`config.mk`:
```
export PLATFORM = sky130hd
export DESIGN_NAME = cordic_phase_gen
export DESIGN_NICKNAME = d
export VERILOG_FILES = /design/src/rtl/cordic_phase_gen_pkg.sv /design/src/rtl/cordic_tick_gen.sv /design/src/rtl/cordic_phase_gen.sv
export SDC_FILE = /design/constraint.sdc
export NUM_CORES = 1
export LEC_CHECK = 0
export ABC_AREA = 1
export BUFFER_PORTS_ARGS = -buffer_cell sky130_fd_sc_hd__buf_4
export CORE_MARGIN = 3
export CORE_UTILIZATION = 39
export DETAILED_ROUTE_END_ITERATION = 10
export HOLD_SLACK_MARGIN = 0.1
export PLACE_DENSITY = 0.64
export SLEW_MARGIN = 10
export SYNTH_ARGS = -nofsm -noshare
export SYNTH_HDL_FRONTEND = slang
export SYNTH_HIERARCHICAL = 1
export SYNTH_SLANG_ARGS = --single-unit
```
`constraint.sdc`:
```
create_clock -name clk -period 4.25 [get_ports clk]
set_input_delay 0 -clock clk [delete_from_list [all_inputs] [get_ports clk]]
set_output_delay 0 -clock clk [all_outputs]
set_load 0.05 [all_outputs]
```
`src/rtl/cordic_phase_gen_pkg.sv`:
```
// Shared types, width checks and phase rounding for the CORDIC phase generator.
package cordic_phase_gen_pkg;

  localparam int unsigned AccWdtDflt = 32;
  localparam int unsigned PhiWdtDflt = 16;

  // The guard bit below the output field must exist.
  localparam bit WidthOk = AccWdtDflt > PhiWdtDflt;

  typedef logic [AccWdtDflt-1:0] acc_t;
  typedef logic [PhiWdtDflt-1:0] phi_t;

  // acc_al is the accumulator left-aligned to bit 63; the caller truncates the
  // result to phi_wdt bits, which makes a round-up from all-ones wrap to zero.
  function automatic logic [63:0] round_phase(input logic [63:0] acc_al,
                                              input int unsigned phi_wdt);
    logic [63:0] top_bits;
    logic [63:0] guard;
    top_bits = acc_al >> (64 - phi_wdt);
    guard    = (acc_al >> (63 - phi_wdt)) & 64'd1;
    return top_bits + guard;
  endfunction

endpackage

```
`src/rtl/cordic_tick_gen.sv`:
```
// Sample-rate divider: reloads from div_i on each tick, counts down on enabled clocks.
module cordic_tick_gen #(
  parameter int unsigned DIV_WDT = 16
) (
  input  logic               clk_i,
  input  logic               rst_ni,
  input  logic               en_i,
  input  logic               sclr_i,
  input  logic [DIV_WDT-1:0] div_i,
  output logic               tick_o
);

  logic [DIV_WDT-1:0] cnt_d, cnt_q;

  assign tick_o = en_i && !sclr_i && (cnt_q == '0);

  always_comb begin
    cnt_d = cnt_q;
    if (en_i) begin
      if (sclr_i) begin
        cnt_d = '0;
      end else if (cnt_q == '0) begin
        cnt_d = div_i;
      end else begin
        cnt_d = cnt_q - DIV_WDT'(1);
      end
    end
  end

  always_ff @(posedge clk_i or negedge rst_ni) begin
    if (!rst_ni) begin
      cnt_q <= '0;
    end else begin
      cnt_q <= cnt_d;
    end
  end

endmodule

```
`src/rtl/cordic_phase_gen.sv`:
```
// Numerically-controlled phase generator feeding phi/st to the CORDIC cos/sin stage.
module cordic_phase_gen
  import cordic_phase_gen_pkg::*;
#(
  parameter int unsigned ACC_WDT = AccWdtDflt,
  parameter int unsigned PHI_WDT = PhiWdtDflt,
  parameter int unsigned DIV_WDT = 16
) (
  input  logic               clk,
  input  logic               reset,
  input  logic               sclr,
  input  logic               en,
  input  logic [DIV_WDT-1:0] div,
  input  logic               frqWr,
  input  logic [ACC_WDT-1:0] frqIn,
  input  logic [PHI_WDT-1:0] ofsIn,
  input  logic               syncPhs,
  output logic               frqPend,
  output logic               st,
  output logic [PHI_WDT-1:0] phi
);

  if (!(ACC_WDT > PHI_WDT) || (ACC_WDT > 64) || !WidthOk) begin : g_width_err
    $error("cordic_phase_gen: need PHI_WDT < ACC_WDT <= 64");
  end

  logic tick;

  cordic_tick_gen #(
    .DIV_WDT(DIV_WDT)
  ) u_tick_gen (
    .clk_i (clk),
    .rst_ni(reset),
    .en_i  (en),
    .sclr_i(sclr),
    .div_i (div),
    .tick_o(tick)
  );

  logic [ACC_WDT-1:0] acc_d, acc_q;
  logic [ACC_WDT-1:0] frq_sh_d, frq_sh_q, frq_act_d, frq_act_q;
  logic [PHI_WDT-1:0] ofs_sh_d, ofs_sh_q, ofs_act_d, ofs_act_q;
  logic [PHI_WDT-1:0] phi_d, phi_q;
  logic               frq_pend_d, frq_pend_q;
  logic               sync_pend_d, sync_pend_q;
  logic               st_d, st_q;

  logic [ACC_WDT-1:0] frq_eff, acc_eff;
  logic [PHI_WDT-1:0] ofs_eff, phi_round;

  assign frq_eff   = frq_pend_q ? frq_sh_q : frq_act_q;
  assign ofs_eff   = frq_pend_q ? ofs_sh_q : ofs_act_q;
  // A sync request in the tick cycle itself already restarts this sample.
  assign acc_eff   = (sync_pend_q || syncPhs) ? '0 : acc_q;
  assign phi_round = PHI_WDT'(round_phase(64'(acc_eff) << (64 - ACC_WDT), PHI_WDT));

  always_comb begin
    acc_d       = acc_q;
    frq_sh_d    = frq_sh_q;
    ofs_sh_d    = ofs_sh_q;
    frq_act_d   = frq_act_q;
    ofs_act_d   = ofs_act_q;
    frq_pend_d  = frq_pend_q;
    sync_pend_d = sync_pend_q;
    st_d        = st_q;
    phi_d       = phi_q;
    if (en) begin
      if (sclr) begin
        acc_d       = '0;
        frq_sh_d    = '0;
        ofs_sh_d    = '0;
        frq_act_d   = '0;
        ofs_act_d   = '0;
        frq_pend_d  = 1'b0;
        sync_pend_d = 1'b0;
        st_d        = 1'b0;
        phi_d       = '0;
      end else begin
        if (tick) begin
          phi_d       = phi_round + ofs_eff;
          acc_d       = acc_eff + frq_eff;
          sync_pend_d = 1'b0;
          st_d        = 1'b1;
          if (frq_pend_q) begin
            frq_act_d  = frq_sh_q;
            ofs_act_d  = ofs_sh_q;
            frq_pend_d = 1'b0;
          end
        end else begin
          st_d = 1'b0;
          if (syncPhs) begin
            sync_pend_d = 1'b1;
          end
        end
        // Placed after the tick apply so a coincident write stays pending.
        if (frqWr) begin
          frq_sh_d   = frqIn;
          ofs_sh_d   = ofsIn;
          frq_pend_d = 1'b1;
        end
      end
    end
  end

  always_ff @(posedge clk or negedge reset) begin
    if (!reset) begin
      acc_q       <= '0;
      frq_sh_q    <= '0;
      ofs_sh_q    <= '0;
      frq_act_q   <= '0;
      ofs_act_q   <= '0;
      frq_pend_q  <= 1'b0;
      sync_pend_q <= 1'b0;
      st_q        <= 1'b0;
      phi_q       <= '0;
    end else begin
      acc_q       <= acc_d;
      frq_sh_q    <= frq_sh_d;
      ofs_sh_q    <= ofs_sh_d;
      frq_act_q   <= frq_act_d;
      ofs_act_q   <= ofs_act_d;
      frq_pend_q  <= frq_pend_d;
      sync_pend_q <= sync_pend_d;
      st_q        <= st_d;
      phi_q       <= phi_d;
    end
  end

  assign frqPend = frq_pend_q;
  assign st      = st_q;
  assign phi     = phi_q;

endmodule
```
==> results.sh <==
export IMPL_drt_wl_total_um=32100
export IMPL_dp_cells=2051
export IMPL_status="finished, final reports clean"
export IMPL_synth_xor_area_share_pct=0.404
export IMPL_clockRootBuffer="clkbuf_16"
export IMPL_yosysUniqueCellTypes=43
export IMPL_worst_setup_path_start_kind="register"
export IMPL_synth_cells=1634
export IMPL_finClkSkew_ns=0.00959
export IMPL_worstRegToRegCells=15
export IMPL_worstPathArrival_ns=3.56
export IMPL_maxSlewViolCount=0
export IMPL_synth_top_family_by_area="simple AND/OR/NAND/NOR gates"
export IMPL_cts_path_max_buffers=2
export IMPL_path_max_fanout=66
export IMPL_timing_rr_end="phi[10]"
export IMPL_setup_tns_ns=0
export IMPL_r2r_start="frqPend"
export IMPL_yosysWarnings=6
export IMPL_r2r_slack_ns=1.01
export IMPL_fmax_ghz=0.309
export IMPL_fin_cells=2151
export IMPL_fin_nets=1872
export IMPL_min_period_ns=3.24
export IMPL_finalHoldViolCount=0
export IMPL_cap_violations=0
export IMPL_num_rows=60
export IMPL_ant_nets=0
export IMPL_num_antenna_cells=0
export IMPL_min_period_over_period_pct=76.3
export IMPL_crit_type="reg2reg"
export IMPL_design_area_um2=13100
export IMPL_die_h_um=173
export IMPL_slew_headroom_pct=25.0
export IMPL_synth_compound_area_share_pct=12.4
export IMPL_start_util_pct=39.9
export IMPL_post_dp_cell_area_um2=11800
export IMPL_synth_area_mux_share_pct=0
export IMPL_die_w_um=173
export IMPL_drcViolationCount=0
export IMPL_power_density_nw_per_um2=342
export IMPL_syn_avg_cell_area_um2=6.64
export IMPL_synth_adder_area_share_pct=4.29
export IMPL_grt_usage_pct=21.8
export IMPL_gp_congestion=0.936
export IMPL_cts_tree="yes"
export IMPL_max_vdd_ir_drop_mv=0.282
export IMPL_finalWorstSetupSlack_ns=1.01
export IMPL_final_util_pct=48.3
export IMPL_dr_first_iter_drc_count=745
export IMPL_synth_nets=1740
export IMPL_core_area_um2=27200
export IMPL_setup_viol=0
export IMPL_cts_setup_buffers=0
export IMPL_regArea_um2=4080
export IMPL_worstHoldStart="frqWr"
export IMPL_p_total_mw=4.49
export IMPL_cts_resized_gates=0
export IMPL_async_reset_ff_share_pct=100
export IMPL_pre_cts_ws_ns=1.07
export IMPL_grt_pass1_vias=10600
export IMPL_ys_seq_area_share_pct=37.6
export IMPL_pin_count=88
export IMPL_hold_end="frq_sh_q[27]"
export IMPL_viasPerCell=5.03
export IMPL_synth_simple_gate_area_share_pct=35.0
export IMPL_hold_class="in2reg"
export IMPL_tightest_slew_ns=1.12
export IMPL_area_growth_pct=21.1
export IMPL_port_buffers=87
export IMPL_grt_overflow=0
export IMPL_multiInputGateArea_um2=5660
export IMPL_die_area_um2=29800
export IMPL_ctsHtreeMaxLevel=4
export IMPL_drt_pass1_iter_count=5
export IMPL_worstPathRequired_ns=4.57
export IMPL_cts_buffers=17
export IMPL_clk_latency_ns=0.43
export IMPL_grt_max_degree=86
export IMPL_drive_gt1_share_pct=10.5
export IMPL_syn_cell_area_um2=10800
export IMPL_grt_pass1_wl_um=53700
export IMPL_ys_ff_latch=163
export IMPL_synth_edff_count=0
export IMPL_nFillCells=2799
export IMPL_dp_hpwl_um=22900
export IMPL_power_leakage_nw=6.69
export IMPL_wl_per_cell_um=14.9
export IMPL_min_path_cells=5
export IMPL_num_vias=10800
export IMPL_grt_antenna_before_repair=0
export IMPL_numClockSinks=163
export IMPL_clk_pin_slew_ns=0.07
export IMPL_fin_hold_ws_ns=0.153
export IMPL_end_kind="register"
export IMPL_ys_dominant_reg_cell="dfrtp_1"
export IMPL_rsz0062_at_grt="false"
## power by group
part / switching [mW] / total (mW) / internal, mW
registers: 0.109 / 1.75 / 1.64
clock network: 0.670 / 1.63 / 0.960
logic: 0.725 / 1.11 / 0.388
total: 1.50 / 4.49 / 2.99
## synthesized netlist by cell type (5+ instances only)
cell | instances | share of area [%]
nand2_1 | 534 | 18
inv_1 | 219 | 7.6
nand3_1 | 172 | 7.9
dfrtp_1 | 163 | 38
o21ai_0 | 131 | 6.0
nor2_1 | 124 | 4.3
a21oi_1 | 46 | 2.1
clkbuf_1 | 38 | 1.3
ha_1 | 34 | 3.9
o22ai_1 | 24 | 1.4
o21ai_1 | 19 | 0.88
inv_2 | 16 | 0.55
nand2_2 | 11 | 0.63
nand4_1 | 11 | 0.63
nor2_2 | 11 | 0.63
nor3_1 | 10 | 0.46
o21bai_1 | 9 | 0.62
buf_1 | 7 | 0.24
nand3_2 | 5 | 0.46
nand3b_1 | 5 | 0.35
## kinds of logic after synthesis
family | Yosys count
flops | 163
buf+inv | 289
simple gates | 894
xor+xnor | 5
fa+ha+maj | 36
compound gates | 247
## worst max-delay path: stages, from the launching register on
cell and delay, ns:
dfrtp_4 0.85, buf_4 0.52, nand2_1 0.09, o21ai_0 0.12
inv_1 0.12, fa_1 0.39, inv_1 0.08, nand3_1 0.12
a21oi_2 0.27, nand2_1 0.10, nand2_1 0.12, nand2_1 0.08
nand2_1 0.06, nand2_1 0.05, nand3_1 0.07, nand2_1 0.06
## area by class of cell
type / instances / share of cell area (%)
clock buffers: 21 / 3.51
repair buffers: 166 / 10.9
multi-input cells: 1182 / 43.1
clock inverters: 11 / 1.15
flip-flops and latches: 163 / 31.1
well taps: 372 / 3.54
inverters: 236 / 6.74
## repair_timing
item | 4_1_cts | 5_1_grt
hold buffers | 68 | 0
setup endpoints to repair | 0 | 0
endpoints found under the hold margin | 150 | 0
## state kept, by name (all words and copies together) (netlist names)
name              count
ofs_act_q            16
u_tick_gen/cnt_q     16
phi                  16
frq_sh_q             32
acc_q                32
frqPend               1
sync_pend_q           1
st                    1
frq_act_q            32
ofs_sh_q             16
## metal layers
layer  track usage, %  wire (µm)
met1             30.3      15200
met2             36.5      14900
met3             3.07       1430
met4             4.73        529
met5                0          0
## how the worst max path moves through the flow
| stage | start | to |
|---|---|---|
| detailed placement | frqPend | phi[14] |
| finish | frqPend | phi[10] |
| global placement | frqPend | phi[10] |
| CTS | frqPend | phi[10] |
| floorplan | frqPend | acc_q[28] |
| global route | frqPend | phi[10] |
## cells in the final DEF (no fill, tap or decap), drive strengths merged
cell	count
o21bai	9
fa	2
nand2	546
o21a	2
bufinv	3
ha	34
and3	1
o21ai	153
o32ai	2
nand3b	5
nand3	177
xor2	2
a21o	2
or2	1
buf	98
nor2	140
and2	2
dfrtp	163
o31ai	3
a21oi	47
clkbuf	21
a21boi	4
xnor2	3
clkinvlp	4
dlygate4sd3	68
nand4	11
inv	237
a22o	1
clkinv	3
o22ai	24
nor3	11
(Power assumes the default switching activity.)
